$ cat config.mk
export PLATFORM = sky130hd
export DESIGN_NAME = laser_shot_controller_flat
export DESIGN_NICKNAME = d
export VERILOG_FILES = /design/src/rtl/laser_shot_if.sv /design/src/rtl/laser_shot_controller.sv /design/src/flat_wrapper.sv
export SDC_FILE = /design/constraint.sdc
export NUM_CORES = 1
export LEC_CHECK = 0
export ABC_AREA = 1
export ABC_CLOCK_PERIOD_IN_PS = 5550
export CORE_MARGIN = 1.5
export CORE_UTILIZATION = 30
export DETAILED_ROUTE_END_ITERATION = 12
export GPL_ROUTABILITY_DRIVEN = 0
export PLACE_DENSITY = 0.51
export SETUP_SLACK_MARGIN = 0.15
export SYNTH_ARGS = -nofsm -noshare
export SYNTH_HDL_FRONTEND = slang
export SYNTH_SLANG_ARGS = --single-unit
$ cat constraint.sdc
create_clock -name clk -period 5.55 [get_ports clk]
set_input_delay 0.8325 -clock clk [delete_from_list [all_inputs] [get_ports clk]]
set_output_delay 0.8325 -clock clk [all_outputs]
set_load 0.01 [all_outputs]
$ cat src/rtl/laser_shot_if.sv
// laser_shot_if: fire/ship/alien inputs and shot/score outputs of the laser shot controller.
// The slave modport is the controller side; the master modport is the driving side.
interface laser_shot_if;
  logic       fire;
  logic [9:0] ship_x, ship_y, alien_x, alien_y;
  logic       alien_active;
  logic [9:0] o_shot_x, o_shot_y;
  logic       shot_active, hit_detected;
  logic [15:0] score;
  modport master (
    output fire, ship_x, ship_y, alien_x, alien_y, alien_active,
    input  o_shot_x, o_shot_y, shot_active, hit_detected, score
  );
  modport slave (
    input  fire, ship_x, ship_y, alien_x, alien_y, alien_active,
    output o_shot_x, o_shot_y, shot_active, hit_detected, score
  );
endinterface

$ cat src/rtl/laser_shot_controller.sv
// laser_shot_controller: single player laser shot with alien collision, hit pulse and saturating score.
// Optional AUTOFIRE_EN: a held fire level re-launches after each cooldown instead of needing a fresh edge.
module laser_shot_controller #(
  parameter int SHOT_SPEED      = 250000,
  parameter int SHOT_STEP       = 2,
  parameter int X_MAX           = 774,
  parameter int SHIP_NOSE_X     = 24,
  parameter int SHIP_MID_Y      = 8,
  parameter int SHOT_W          = 8,
  parameter int SHOT_H          = 2,
  parameter int ALIEN_W         = 32,
  parameter int ALIEN_H         = 32,
  parameter int COOLDOWN_CYCLES = 5000000,
  parameter logic [15:0] SCORE_MAX = 16'hFFFF
) (
  input logic        clk,
  input logic        reset_n,
  laser_shot_if.slave bus
);
  typedef enum logic [1:0] {IDLE, FLY, HIT, COOLDOWN} state_t;
  localparam logic [10:0] SW = 11'(SHOT_W);
  localparam logic [10:0] SH = 11'(SHOT_H);
  localparam logic [10:0] AW = 11'(ALIEN_W);
  localparam logic [10:0] AH = 11'(ALIEN_H);
  localparam logic [10:0] ST = 11'(SHOT_STEP);
  localparam logic [10:0] XM = 11'(X_MAX);
  state_t      state_q, state_d;
  logic        s1_q, s2_q, d_q;
  logic [31:0] cnt_q, cnt_d;
  logic [9:0]  x_q, x_d, y_q, y_d;
  logic        act_q, act_d, hit_q, hit_d;
  logic [15:0] score_q, score_d;
  logic        launch, step_due, collide;
  logic [10:0] sx, sy, ax, ay;
`ifdef AUTOFIRE_EN
  assign launch = s2_q;
`else
  assign launch = s2_q & ~d_q;
`endif
  assign sx = {1'b0, x_q};
  assign sy = {1'b0, y_q};
  assign ax = {1'b0, bus.alien_x};
  assign ay = {1'b0, bus.alien_y};
  assign step_due = cnt_q == 32'(SHOT_SPEED - 1);
  // 11-bit sums keep the box overlap test free of wrap-around near the 10-bit limit
  assign collide = bus.alien_active & (sx + SW > ax) & (sx < ax + AW) & (sy + SH > ay) & (sy < ay + AH);
  always_comb begin
    state_d = state_q;
    cnt_d   = cnt_q;
    x_d     = x_q;
    y_d     = y_q;
    act_d   = act_q;
    hit_d   = 1'b0;
    score_d = score_q;
    case (state_q)
      IDLE: if (launch) begin
        state_d = FLY;
        x_d     = bus.ship_x + 10'(SHIP_NOSE_X);
        y_d     = bus.ship_y + 10'(SHIP_MID_Y);
        act_d   = 1'b1;
        cnt_d   = '0;
      end
      FLY: if (collide) begin
        state_d = HIT;
        hit_d   = 1'b1;
        act_d   = 1'b0;
        cnt_d   = '0;
        score_d = score_q == SCORE_MAX ? score_q : score_q + 16'd1;
      end else if (step_due) begin
        cnt_d = '0;
        if (sx + ST > XM) begin
          state_d = COOLDOWN;
          act_d   = 1'b0;
        end else x_d = x_q + 10'(SHOT_STEP);
      end else cnt_d = cnt_q + 32'd1;
      HIT: state_d = COOLDOWN;
      COOLDOWN: if (cnt_q == 32'(COOLDOWN_CYCLES)) begin
        state_d = IDLE;
        cnt_d   = '0;
      end else cnt_d = cnt_q + 32'd1;
      default: state_d = IDLE;
    endcase
  end
  always_ff @(posedge clk or negedge reset_n) begin
    if (!reset_n) begin
      state_q <= IDLE;
      s1_q    <= 1'b0;
      s2_q    <= 1'b0;
      d_q     <= 1'b0;
      cnt_q   <= '0;
      x_q     <= '0;
      y_q     <= '0;
      act_q   <= 1'b0;
      hit_q   <= 1'b0;
      score_q <= '0;
    end else begin
      state_q <= state_d;
      s1_q    <= bus.fire;
      s2_q    <= s1_q;
      d_q     <= s2_q;
      cnt_q   <= cnt_d;
      x_q     <= x_d;
      y_q     <= y_d;
      act_q   <= act_d;
      hit_q   <= hit_d;
      score_q <= score_d;
    end
  end
  assign bus.o_shot_x     = x_q;
  assign bus.o_shot_y     = y_q;
  assign bus.shot_active  = act_q;
  assign bus.hit_detected = hit_q;
  assign bus.score        = score_q;
endmodule

$ cat src/flat_wrapper.sv
// flat-port wrapper written by rule: the top's interface ports become plain ports
module laser_shot_controller_flat 
#(
  parameter int SHOT_SPEED      = 250000,
  parameter int SHOT_STEP       = 2,
  parameter int X_MAX           = 774,
  parameter int SHIP_NOSE_X     = 24,
  parameter int SHIP_MID_Y      = 8,
  parameter int SHOT_W          = 8,
  parameter int SHOT_H          = 2,
  parameter int ALIEN_W         = 32,
  parameter int ALIEN_H         = 32,
  parameter int COOLDOWN_CYCLES = 5000000,
  parameter logic [15:0] SCORE_MAX = 16'hFFFF
)
  (clk, reset_n, bus_fire, bus_ship_x, bus_ship_y, bus_alien_x, bus_alien_y, bus_alien_active, bus_o_shot_x, bus_o_shot_y, bus_shot_active, bus_hit_detected, bus_score);
  laser_shot_if bus_i ();
  input logic clk;
  input logic reset_n;
  input wire logic [$bits(bus_i.fire)-1:0] bus_fire;
  input wire logic [$bits(bus_i.ship_x)-1:0] bus_ship_x;
  input wire logic [$bits(bus_i.ship_y)-1:0] bus_ship_y;
  input wire logic [$bits(bus_i.alien_x)-1:0] bus_alien_x;
  input wire logic [$bits(bus_i.alien_y)-1:0] bus_alien_y;
  input wire logic [$bits(bus_i.alien_active)-1:0] bus_alien_active;
  output wire logic [$bits(bus_i.o_shot_x)-1:0] bus_o_shot_x;
  output wire logic [$bits(bus_i.o_shot_y)-1:0] bus_o_shot_y;
  output wire logic [$bits(bus_i.shot_active)-1:0] bus_shot_active;
  output wire logic [$bits(bus_i.hit_detected)-1:0] bus_hit_detected;
  output wire logic [$bits(bus_i.score)-1:0] bus_score;
  assign bus_i.fire = bus_fire;
  assign bus_i.ship_x = bus_ship_x;
  assign bus_i.ship_y = bus_ship_y;
  assign bus_i.alien_x = bus_alien_x;
  assign bus_i.alien_y = bus_alien_y;
  assign bus_i.alien_active = bus_alien_active;
  assign bus_o_shot_x = bus_i.o_shot_x;
  assign bus_o_shot_y = bus_i.o_shot_y;
  assign bus_shot_active = bus_i.shot_active;
  assign bus_hit_detected = bus_i.hit_detected;
  assign bus_score = bus_i.score;
  laser_shot_controller #(.SHOT_SPEED(SHOT_SPEED), .SHOT_STEP(SHOT_STEP), .X_MAX(X_MAX), .SHIP_NOSE_X(SHIP_NOSE_X), .SHIP_MID_Y(SHIP_MID_Y), .SHOT_W(SHOT_W), .SHOT_H(SHOT_H), .ALIEN_W(ALIEN_W), .ALIEN_H(ALIEN_H), .COOLDOWN_CYCLES(COOLDOWN_CYCLES), .SCORE_MAX(SCORE_MAX)) u_core (.clk(clk), .reset_n(reset_n), .bus(bus_i));
endmodule
==> out/results.env <==
RUN_STATUS='completed'
ROUTED_VIA_DENSITY=4.626
ANTENNA-DIODE-COUNT=0
SEQUENTIAL_FRACTION_OF_THE_SYNTHESIS_AREA=0.3021
INITIAL_CELL_DENSITY_OF_THE_CORE=0.3060
CHIPHEIGHT_MICRONS=146.9
YS_TYPES=32
ROW_COUNT=52
AREA_DELTA_SYNTH_FINAL_PCT=22.24
CRITPATHKIND='input port to flop'
CLOCK_TREE.ROOT_CELL='clkbuf_16'
FINALPOWER_W=0.002991
YOSYS.AREA.TOP_TYPE_SHARE=0.3021
FIRSTDRTPASSITERS=4
MULTIINPUTGATEAREA_SQ_UM=3704
SYNTH_AREA_SQ_UM=6212
CTS.SINK_COUNT=75
FIRST_GLOBAL_VIAS=5655
POST_CTS.REPAIR.SETUP_BUFFERS=0
TOP_PORTS=82
CRITICAL_PATH.STARTPOINT_TYPE='input port'
MAXIMUM_CELL_STAGE_DELAY_ALONG_THE_CRITICAL_PATH_NS=0.63
NUMBER_OF_FLIP_FLOPS_AND_LATCHES_IN_THE_SYNTHESIZED_NETLIST=75
ROUTED_WIRE_LENGTH_PER_INSTANCE_MICRONS=13.20
SYNTHESIS.NETS=992
LAYOUT.NETS=1066
POWER.STATIC_LEAKAGE_nW=3.692
PLACE.PORT_BUFFERS=81
CPMOSTUSEDCELL='nand2_1'
SYNTH.LARGEST_AREA_CELL='dfrtp_1'
DETAIL_ROUTE.DRC_VIOLATIONS=0
CTS.REPAIR.RESIZED=0
CP_SLOWEST_CELL='nand2_1'
MAX_CAP_VIOLATIONS=0
ROUTED_WIRELENGTH_MICRONS=16430
CP_MAX_FO=31
FIRST_ITER_VIOLATIONS=224
N_FILL_CELL=2205
LEADING_CELL_TYPES_IN_THE_LAYOUT_FILL_AND_TAPS_EXCLUDED='nand2_1, inv_1, clkdlybuf4s50_1'
CTS.HOLD.BUFFERS_ADDED=0
FINALCRITICALPERIOD_NS=3.618
SYNTH-EDFF-COUNT=0
MAX-CLOCK-PATH-BUFFERS=2
SOURCE_TO_SINK_CLOCK_DELAY_AT_THE_LATER_PIN_OF_THE_WORST_SKEW_PAIR_NS=0.34
MOSTFREQUENTLAYOUTCELL='nand2_1'
ASYNCSETRESETFLOPFRACSYNTH=1.000
DIE-WIDTH_MICRONS=146.9
GRT_SETUP_UNREPAIRED='no'
YOSYSWARNINGCOUNT=0
FINALHOLDVIOLCOUNT=0
PLACE_HPWL_MICRONS=12580
POST_ROUTE_CELLS_DRIVE_ABOVE_1_SHARE=0.04000
CORE_SQ_UM=20300
FIN_SKEW_NS=0.01203
FMAX_MHz=276.4
CTS_HTREE_LEVELS=3
TIMING.FINAL.CRIT_SHARE=0.6518
ANTENNA_LEFT=0
CLKSLEWWORSTSETUPHOLDPATHS_NS=0.06
ARRIVAL_NS=3.84
CONGESTION_OVERFLOW_GR=0
GRT_FIRST_PASS_WIRELENGTH_MICRONS=27900
ANTENNA_FOUND_INITIAL=0
TIMING.MAX_SLEW.REL_SLACK=0.2778
VIAS=5759
FINAL-MAX-SLEW-VIOLATION-COUNT=0
FINALSETUPTNS_NS=0
TRITONCTS_CLOCK_TREE='yes'
GRT_MAX_DEGREE=76
VDD_DROP_MAX_mV=0.1718
SEQ_AREA_SQ_UM=1877
SYN_INST=896
COUNT_OF_ENDPOINTS_FAILING_SETUP_IN_THE_FINAL_REPORT=0
POWER.DENSITY_nW_PER_UM2=393.9
TIMING.CRITICAL_PATH.TO_TYPE='flop'
TRITONCTS.NUM_BUFFERS=9
SYNTH.AREA.TOP_CELLS='dfrtp_1, nand2_1, ha_1'
HOLD_CLASS='flop to flop'
CRITPATHREQUIREDTIME_NS=5.77
SYN_AVG_CELL_AREA_SQ_UM=6.933
SYNTH_FLOP_CELL='dfrtp_1'
PATH_DELAY_FAMILY='simple AND/OR/NAND/NOR gates'
CRITICAL_PATH.N_BUFFERS_INVERTERS=1
WORSTPATHCELLLIST='clkdlybuf4s50_1 -> nand2_1 -> nor2_1 -> xor2_1 -> ha_1 -> a21oi_1 -> nand3b_1 -> nand3_1 -> nor2_1 -> nand3_2 -> nand2_1 -> nand2_1 -> nand3b_1 -> nand2_1'
WORST_SLEW_PIN_SLEW_NS=1.081
DIE-AREA_SQ_UM=21580
GRT_USAGE=0.1578
[where the power goes]
group / internal (W) / leakage, nW / switching (W)
Combinational: 0.000588 / 2.56 / 0.000889
Sequential: 0.000668 / 0.975 / 0.000193
Clock: 0.000409 / 0.156 / 0.000245
[worst paths after layout]
kind | from | end | slack (ns) | cells past startpoint
worst min register to register | u_core.s1_q$_DFF_PN0_ | u_core.s2_q$_DFF_PN0_ | 0.34 | 0
worst max register to register | u_core.bus.o_shot_y[2]$_DFFE_PN0P_ | u_core.cnt_q[30]$_DFFE_PN0P_ | 2.09 | 19
worst max-delay path | bus_alien_y[7] | u_core.cnt_q[30]$_DFFE_PN0P_ | 1.93 | 14
min in group asynchronous | reset_n | u_core.bus.score[5]$_DFFE_PN0P_ | 0.62 | 1
max in group asynchronous | reset_n | u_core.bus.o_shot_x[8]$_DFFE_PN0P_ | 4.19 | 1
worst min-delay path | u_core.s1_q$_DFF_PN0_ | u_core.s2_q$_DFF_PN0_ | 0.34 | 0
[kinds of logic after synthesis]
logic type	count (synthesis)	synth area share
XOR/XNOR	65	0.09164
flip-flops	75	0.3021
AND/OR/NAND/NOR	465	0.3325
buffers and inverters	159	0.1021
AO/OA/AOI/OAI	80	0.06687
adder cells (fa/ha/maj)	52	0.1047
[state kept, by name, summed over array words and instances (netlist names)]
signal / cells
u_core.cnt_q: 32
u_core.bus.score: 16
u_core.bus.o_shot_x: 10
u_core.bus.o_shot_y: 10
u_core.state_q: 2
u_core.bus.hit_detected: 1
u_core.bus.shot_active: 1
u_core.d_q: 1
u_core.s1_q: 1
u_core.s2_q: 1
[layer usage]
metal,up-vias,share of wire,GRT usage
li1,3024,-,-
met5,-,0,0
met1,2642,0.50,0.2191
met4,0,0.0079,0.03500
met2,83,0.45,0.2533
met3,10,0.042,0.03137
[worst reg2reg max path, stage by stage, from the launching register on]
cell	delay [ns]
dfrtp_1	0.46
ha_1	0.26
nand2_1	0.11
inv_1	0.06
nand2_1	0.05
nand2_1	0.05
o21ai_0	0.07
inv_1	0.07
ha_1	0.27
nand2_1	0.06
nor2_1	0.22
nand2_1	0.09
nand2_1	0.06
a21oi_1	0.07
nor2_1	0.13
nand3_2	0.18
nand2_1	0.10
nand2_1	0.63
nand3b_1	0.34
nand2_1	0.07
[per-stage QoR]
stage | setup WS (ns) | utilization | instance area [sq um] | std cells | hold WS (ns)
floorplan | 2.964 | - | 6212 | 896 | 0.3312
global placement | 1.573 | 0.3579 | 7266 | 1229 | 0.3415
detailed placement | 1.542 | 0.3579 | 7266 | 1229 | 0.3358
CTS | 1.905 | 0.3741 | 7594 | 1245 | 0.3446
global route | 1.593 | 0.3741 | 7594 | 1245 | 0.3640
finish | 1.932 | 0.3741 | 7594 | 1245 | 0.3411
[Yosys cell counts, types with 2 or more instances]
cell and count:
nand2_1 234, inv_1 136, dfrtp_1 75, nand3_1 75
nor2_1 67, xor2_1 54, ha_1 52, o21ai_0 44
nor3_1 29, nand4_1 23, o21ai_1 16, a21oi_1 15
nor4_1 11, xnor2_1 11, clkbuf_1 10, nand3b_1 9
nor2_2 5, buf_2 4, buf_4 4, nand2_2 4
nand3_2 3, nor3_2 3, buf_6 2, inv_2 2
[area by class of cell]
class,instances,area share
clock buffers,11,0.03197
clock inverters,5,0.01120
inverters,139,0.06904
multi-input cells,662,0.4877
flip-flops and latches,75,0.2472
well taps,270,0.04449
repair buffers,83,0.1084
Note: power is estimated with default switching activity, not from simulation.
